$ cat src/rtl/lsu_pkg.sv
// Shared LSU types: access sizes, exception causes, FSM state encoding and
// the natural-alignment rule used to screen incoming memory ops.
package lsu_pkg;

   typedef enum logic [1:0] {
      MEM_SIZE_B = 2'd0,
      MEM_SIZE_H = 2'd1,
      MEM_SIZE_W = 2'd2
   } mem_read_size_t;

   typedef enum logic [1:0] {
      EXC_LD_MISALIGN = 2'd0,
      EXC_ST_MISALIGN = 2'd1,
      EXC_TIMEOUT     = 2'd2,
      EXC_ILLEGAL     = 2'd3
   } lsu_exc_t;

   typedef logic [1:0] lsu_state_t;

   localparam lsu_state_t S_IDLE = 2'd0;
   localparam lsu_state_t S_REQ  = 2'd1;
   localparam lsu_state_t S_WAIT = 2'd2;

   function automatic logic is_aligned(input logic [31:0] addr, input mem_read_size_t size);
      case (size)
         MEM_SIZE_B: return 1'b1;
         MEM_SIZE_H: return ~addr[0];
         default:    return (addr[1:0] == 2'b00);
      endcase
   endfunction

endpackage

$ cat src/rtl/lsu_if.sv
// LSU <-> dcache request/response bus; master is the LSU, slave the dcache.
import lsu_pkg::*;

interface lsu_if;
   logic           dc_req_valid;
   logic           dc_write_en;
   logic [31:0]    dc_req_addr;
   logic [31:0]    dc_write_data;
   mem_read_size_t dc_size;
   logic           dc_sign;
   logic           dc_resp_ready;
   logic           dc_resp_valid;
   logic [31:0]    dc_resp_data;

   modport master (
      output dc_req_valid, dc_write_en, dc_req_addr, dc_write_data, dc_size, dc_sign,
      input  dc_resp_ready, dc_resp_valid, dc_resp_data
   );

   modport slave (
      input  dc_req_valid, dc_write_en, dc_req_addr, dc_write_data, dc_size, dc_sign,
      output dc_resp_ready, dc_resp_valid, dc_resp_data
   );
endinterface

$ cat src/rtl/lsu.sv
// Load/store unit: screens EX-stage memory ops, issues one dcache request per
// op, returns load data to writeback and raises misalign/illegal/timeout faults.
import lsu_pkg::*;

module lsu #(
   parameter int unsigned TIMEOUT_CYCLES = 256
) (
   input  logic           clk,
   input  logic           rst,
   input  logic           ex_valid,
   input  logic           ex_mem_read,
   input  logic           ex_mem_write,
   input  logic [31:0]    ex_addr,
   input  logic [31:0]    ex_wdata,
   input  mem_read_size_t ex_size,
   input  logic           ex_sign,
   input  logic [4:0]     ex_rd,
   output logic           lsu_busy,
   output logic           wb_valid,
   output logic [4:0]     wb_rd,
   output logic [31:0]    wb_data,
   output logic           exc_valid,
   output lsu_exc_t       exc_cause,
   lsu_if.master          dc
);

   localparam int unsigned CW = $clog2(TIMEOUT_CYCLES + 1);

   lsu_state_t     state;
   logic [CW-1:0]  wait_cnt;
   logic [4:0]     lat_rd;
   logic           lat_write;
   logic [31:0]    lat_addr;
   logic [31:0]    lat_wdata;
   mem_read_size_t lat_size;
   logic           lat_sign;

   logic ex_one_op;
   logic ex_aligned;
   logic accept;

   assign ex_one_op  = ex_mem_read ^ ex_mem_write;
   assign ex_aligned = is_aligned(ex_addr, ex_size);
   assign accept     = (state == S_IDLE) && ex_valid && ex_one_op && ex_aligned;

   // Stall is asserted in the accepting cycle itself so EX holds the op.
   assign lsu_busy = accept || (state == S_REQ) || (state == S_WAIT);

   // The request is offered only while the dcache reports ready, so it lasts
   // exactly the one cycle in which REQ hands over to WAIT.
   assign dc.dc_req_valid  = (state == S_REQ) && dc.dc_resp_ready;
   assign dc.dc_write_en   = lat_write;
   assign dc.dc_req_addr   = lat_addr;
   assign dc.dc_write_data = lat_wdata;
   assign dc.dc_size       = lat_size;
   assign dc.dc_sign       = lat_sign;

   always_ff @(posedge clk) begin
      if (rst) begin
         state     <= S_IDLE;
         wait_cnt  <= '0;
         wb_valid  <= 1'b0;
         wb_rd     <= '0;
         wb_data   <= '0;
         exc_valid <= 1'b0;
         exc_cause <= EXC_LD_MISALIGN;
         lat_rd    <= '0;
         lat_write <= 1'b0;
         lat_addr  <= '0;
         lat_wdata <= '0;
         lat_size  <= MEM_SIZE_W;
         lat_sign  <= 1'b0;
      end else begin
         wb_valid  <= 1'b0;
         exc_valid <= 1'b0;
         case (state)
            S_IDLE: begin
               if (ex_valid) begin
                  if (ex_mem_read && ex_mem_write) begin
                     exc_valid <= 1'b1;
                     exc_cause <= EXC_ILLEGAL;
                  end else if (ex_one_op && !ex_aligned) begin
                     exc_valid <= 1'b1;
                     exc_cause <= ex_mem_read ? EXC_LD_MISALIGN : EXC_ST_MISALIGN;
                  end else if (ex_one_op) begin
                     lat_rd    <= ex_rd;
                     lat_write <= ex_mem_write;
                     lat_addr  <= ex_addr;
                     lat_wdata <= ex_wdata;
                     lat_size  <= ex_size;
                     lat_sign  <= ex_sign;
                     state     <= S_REQ;
                  end
               end
            end
            S_REQ: begin
               if (dc.dc_resp_ready) begin
                  wait_cnt <= '0;
                  state    <= S_WAIT;
               end
            end
            S_WAIT: begin
               if (dc.dc_resp_valid) begin
                  wait_cnt <= '0;
                  state    <= S_IDLE;
                  if (!lat_write && (lat_rd != 5'd0)) begin
                     wb_valid <= 1'b1;
                     wb_rd    <= lat_rd;
                     wb_data  <= dc.dc_resp_data;
                  end
               end else if (wait_cnt == CW'(TIMEOUT_CYCLES - 1)) begin
                  wait_cnt  <= '0;
                  state     <= S_IDLE;
                  exc_valid <= 1'b1;
                  exc_cause <= EXC_TIMEOUT;
               end else begin
                  wait_cnt <= wait_cnt + 1'b1;
               end
            end
            default: begin
               state <= S_IDLE;
            end
         endcase
      end
   end

endmodule

$ cat src/flat_wrapper.sv
// flat-port wrapper written by rule: the top's interface ports become plain ports
module lsu_flat 
#(
   parameter int unsigned TIMEOUT_CYCLES = 256
)
  (clk, rst, ex_valid, ex_mem_read, ex_mem_write, ex_addr, ex_wdata, ex_size, ex_sign, ex_rd, lsu_busy, wb_valid, wb_rd, wb_data, exc_valid, exc_cause, dc_dc_req_valid, dc_dc_write_en, dc_dc_req_addr, dc_dc_write_data, dc_dc_size, dc_dc_sign, dc_dc_resp_ready, dc_dc_resp_valid, dc_dc_resp_data);
  lsu_if dc_i ();
  input  logic clk;
  input  logic rst;
  input  logic ex_valid;
  input  logic ex_mem_read;
  input  logic ex_mem_write;
  input  logic [31:0] ex_addr;
  input  logic [31:0] ex_wdata;
  input  mem_read_size_t ex_size;
  input  logic ex_sign;
  input  logic [4:0] ex_rd;
  output logic lsu_busy;
  output logic wb_valid;
  output logic [4:0] wb_rd;
  output logic [31:0] wb_data;
  output logic exc_valid;
  output lsu_exc_t exc_cause;
  output wire logic [$bits(dc_i.dc_req_valid)-1:0] dc_dc_req_valid;
  output wire logic [$bits(dc_i.dc_write_en)-1:0] dc_dc_write_en;
  output wire logic [$bits(dc_i.dc_req_addr)-1:0] dc_dc_req_addr;
  output wire logic [$bits(dc_i.dc_write_data)-1:0] dc_dc_write_data;
  output wire logic [$bits(dc_i.dc_size)-1:0] dc_dc_size;
  output wire logic [$bits(dc_i.dc_sign)-1:0] dc_dc_sign;
  input wire logic [$bits(dc_i.dc_resp_ready)-1:0] dc_dc_resp_ready;
  input wire logic [$bits(dc_i.dc_resp_valid)-1:0] dc_dc_resp_valid;
  input wire logic [$bits(dc_i.dc_resp_data)-1:0] dc_dc_resp_data;
  assign dc_dc_req_valid = dc_i.dc_req_valid;
  assign dc_dc_write_en = dc_i.dc_write_en;
  assign dc_dc_req_addr = dc_i.dc_req_addr;
  assign dc_dc_write_data = dc_i.dc_write_data;
  assign dc_dc_size = dc_i.dc_size;
  assign dc_dc_sign = dc_i.dc_sign;
  assign dc_i.dc_resp_ready = dc_dc_resp_ready;
  assign dc_i.dc_resp_valid = dc_dc_resp_valid;
  assign dc_i.dc_resp_data = dc_dc_resp_data;
  lsu #(.TIMEOUT_CYCLES(TIMEOUT_CYCLES)) u_core (.clk(clk), .rst(rst), .ex_valid(ex_valid), .ex_mem_read(ex_mem_read), .ex_mem_write(ex_mem_write), .ex_addr(ex_addr), .ex_wdata(ex_wdata), .ex_size(ex_size), .ex_sign(ex_sign), .ex_rd(ex_rd), .lsu_busy(lsu_busy), .wb_valid(wb_valid), .wb_rd(wb_rd), .wb_data(wb_data), .exc_valid(exc_valid), .exc_cause(exc_cause), .dc(dc_i));
endmodule
$ cat config.mk
export PLATFORM = sky130hd
export DESIGN_NAME = lsu_flat
export DESIGN_NICKNAME = d
export VERILOG_FILES = /design/src/rtl/lsu_pkg.sv /design/src/rtl/lsu_if.sv /design/src/rtl/lsu.sv /design/src/flat_wrapper.sv
export SDC_FILE = /design/constraint.sdc
export NUM_CORES = 1
export LEC_CHECK = 0
export ABC_AREA = 1
export CAP_MARGIN = 20
export CORE_MARGIN = 4
export CORE_UTILIZATION = 38
export CTS_BUF_LIST = sky130_fd_sc_hd__clkbuf_4 sky130_fd_sc_hd__clkbuf_8
export CTS_CLUSTER_DIAMETER = 60
export CTS_CLUSTER_SIZE = 28
export DETAILED_ROUTE_END_ITERATION = 10
export GPL_ROUTABILITY_DRIVEN = 0
export PLACE_DENSITY = 0.79
export SKIP_LAST_GASP = 1
export SYNTH_ARGS = -nofsm -noshare
export SYNTH_HDL_FRONTEND = slang
export SYNTH_SLANG_ARGS = --single-unit
$ cat constraint.sdc
create_clock -name clk -period 1.33 [get_ports clk]
set_input_delay 0.133 -clock clk [delete_from_list [all_inputs] [get_ports clk]]
set_output_delay 0.133 -clock clk [all_outputs]
set_load 0.02 [all_outputs]
==> results.toml <==
[run_status]
status = "finished with violations"
violations = "setup timing"

[drt]
drtAntennaViolNets = 0
post-route-drc-count = 0
drt_iter0_drc = 273
vias = 4960
wl_mm = 15.9
wl_per_cell_um = 15.8
drt-pass1-iter-count = 4
via_per_inst = 4.94

[synthesis]
synth-compound-area-share_pct = 14.1
yosys.area_share.simple_pct = 24.1
synth_seq_cells = 125
synth_xor_area_share_pct = 0.385
synth_top_family_by_area = "simple AND/OR/NAND/NOR gates"
synthCells = 598
synth_area_mm2 = 0.00455
yosysWarnings = 0
syn_nets = 712
synth_mux_area_share_pct = 0
yosysUniqueCellTypes = 25
synth-adder-area-share_pct = 0.825
syn_area_per_cell_um2 = 7.61
ys_seq_area_share_pct = 55.0

[place]
port_buffers = 221
hpwlAfterDp_mm = 11.0
place_area_mm2 = 0.00709

[sta]
worst_slack_ns = -0.142
finClkSkew_ns = 0.00523
period_share_pct = 111
relSlewSlack_pct = 73.9
maxSlewViolCount = 0
setup_viol = 72
max_freq_ghz = 0.679
worst_pin_slew_ns = 0.392
hold_viol_final = 0
rsz0062_at_grt = "yes"
holdWs_ns = 0.195
min_period_ns = 1.47

[floorplanning]
design.core.area_mm2 = 0.0116
die_area_mm2 = 0.0138
initial_core_util_pct = 39.3
io_pins = 222
fp.dieH_um = 117
fp.dieW_um = 117
rows = 39

[power_and_ir_drop]
p_leak_nw = 3.35
powerDensity_mw_per_mm2 = 1090
ir_worst_vdd_mv = 0.973
p_total_w = 0.00848

[global_routing]
grt-ovfl-total = 0
track_usage_pct = 21.8
grt_pass1_wl_mm = 24.5
grt_pass1_vias = 4976
antenna_found_initial = 0
grt_max_degree = 80

[clocking]
clk_pin_slew_ns = 0.07
cts_tree = "done"
cts_buffers = 17
postCtsHoldBufs = 0
clock_path_buffers = 2
cts_root_buf = "clkbuf_8"
cts_sinks = 125
insertion_delay_ns = 0.43
h-tree-depth = 4

[finish]
drive_above_1_share_pct = 15.7
areaGrowthSynthToFinish_pct = 71.7
layout_common_cells = "nand2_1 (170), dfxtp_1 (121), clkdlybuf4s50_1 (109)"
nNetsFinal = 962
fin_area_mm2 = 0.00781
multiInputGateArea_mm2 = 0.00197
fillers = 947
seq_area_mm2 = 0.00251
mostFrequentLayoutCell = "nand2_1"
n_antenna_cell = 0
fin_util_pct = 67.5

[hold_path]
hold_depth = 4
hold_class = "input port to flip-flop"
holdPathEnd = "u_core.dc.dc_size[1]"
worstHoldStart = "rst"

[setup_path]
r2r-end = "u_core.dc.dc_write_data[13]"
path_max_fanout = 10
endpoint_kind = "flip-flop"
r2r_cells = 8
start_kind = "flip-flop"
r2r_slack_ns = -0.14
cp_data_required_time_ns = 1.69
crit_type = "flip-flop to flip-flop"
cp.arrival_ns = 1.84
r2r-start = "u_core.state[0]"

[job]
max-cap-violations = 0
[stage by stage]
stage | setup TNS [ns] | std cells | worst slack (ns)
after detailed placement | -45.55 | 959 | -0.614
final | -7.12 | 1004 | -0.142
after global placement | -41.66 | 959 | -0.573
after floorplan | -0.0217 | 598 | -0.00137
after CTS | -7.98 | 997 | -0.178
after global routing | -12.76 | 1004 | -0.206
[worst max-delay path by stage]
stage          cells after the start                  start                     endpoint  slack, ns
2_1_floorplan                      8  u_core.dc.dc_write_en           u_core.wb_data[22]     -0.001
3_3_place_gp                       7           ex_mem_write                     lsu_busy      -0.57
3_5_place_dp                       7           ex_mem_write                     lsu_busy      -0.61
4_1_cts                            4        u_core.state[1]                     lsu_busy      -0.18
5_1_grt                            8        u_core.state[0]   u_core.dc.dc_write_data[3]      -0.21
6_report                           8        u_core.state[0]  u_core.dc.dc_write_data[13]      -0.14
[state kept, by name, summed over array words and instances, names as in the netlist]
name                     count
u_core.dc.dc_req_addr       32
u_core.dc.dc_sign            1
u_core.dc.dc_size            2
u_core.dc.dc_write_data     32
u_core.dc.dc_write_en        1
u_core.exc_cause             2
u_core.exc_valid             1
u_core.lat_rd                5
u_core.state                 2
u_core.wait_cnt              9
u_core.wb_data              32
u_core.wb_rd                 5
u_core.wb_valid              1
[per-layer routing]
layer / routed length, um / part of all wire [%] / global-route usage (%)
met4: 433 / 2.7 / 9.75
met3: 1660 / 10 / 10.6
met1: 6010 / 38 / 23.0
met2: 7800 / 49 / 37.0
met5: 0 / 0 / 0
[cell usage after synthesis (all sizes together)]
| library cell | instances | area [um^2] |
|---|---|---|
| a21oi | 85 | 425 |
| buf | 12 | 66.3 |
| clkbuf | 23 | 87.6 |
| clkinv | 1 | 3.75 |
| dfxtp | 125 | 2500 |
| ha | 3 | 37.5 |
| inv | 26 | 97.6 |
| nand2 | 176 | 663 |
| nand3 | 9 | 50.1 |
| nand4 | 4 | 25.0 |
| nor2 | 86 | 323 |
| nor3 | 2 | 10.0 |
| nor3b | 1 | 18.8 |
| o211ai | 1 | 7.51 |
| o21a | 1 | 7.51 |
| o21ai | 40 | 200 |
| or2 | 1 | 6.26 |
| xor2 | 2 | 17.5 |
[layout make-up]
class	count	area share, %
Timing Repair Buffer	266	33.7
Tap cell	143	2.29
Clock inverter	11	1.81
Multi-Input combinational cell	411	25.2
Clock buffer	21	3.54
Inverter	27	1.39
Sequential cell	125	32.1
[worst max-delay path: stages, from the launching register on]
cell,delay (ns)
dfxtp_2,0.34
nor3b_4,0.24
buf_6,0.14
nand3_4,0.12
inv_6,0.12
buf_12,0.12
clkbuf_16,0.14
nand2_1,0.06
a21oi_1,0.12
[logic make-up (layout without fill, tap and decap cells)]
kind of cell / after synthesis / count (layout)
compound gates: 127 / 127
fa+ha+maj: 3 / 3
flops: 125 / 125
buf+inv: 62 / 325
simple gates: 279 / 279
xor+xnor: 2 / 2
[where the power goes]
part	internal [W]	switching [W]	total (W)	leakage, nW
clock network	0.00198	0.00144	0.00342	0.208
logic	0.000614	0.000548	0.00116	2.13
registers	0.00384	0.0000531	0.00390	1.01
total	0.00644	0.00204	0.00848	3.35
[what timing repair did]
item,4_1_cts,5_1_grt
gates resized for setup,149,90
gates cloned,1,4
hold endpoints to repair,0,0
buffers inserted,5,4
pin swaps,3,9
setup endpoints to repair,226,139
Note: power is estimated with default switching activity, not from simulation.
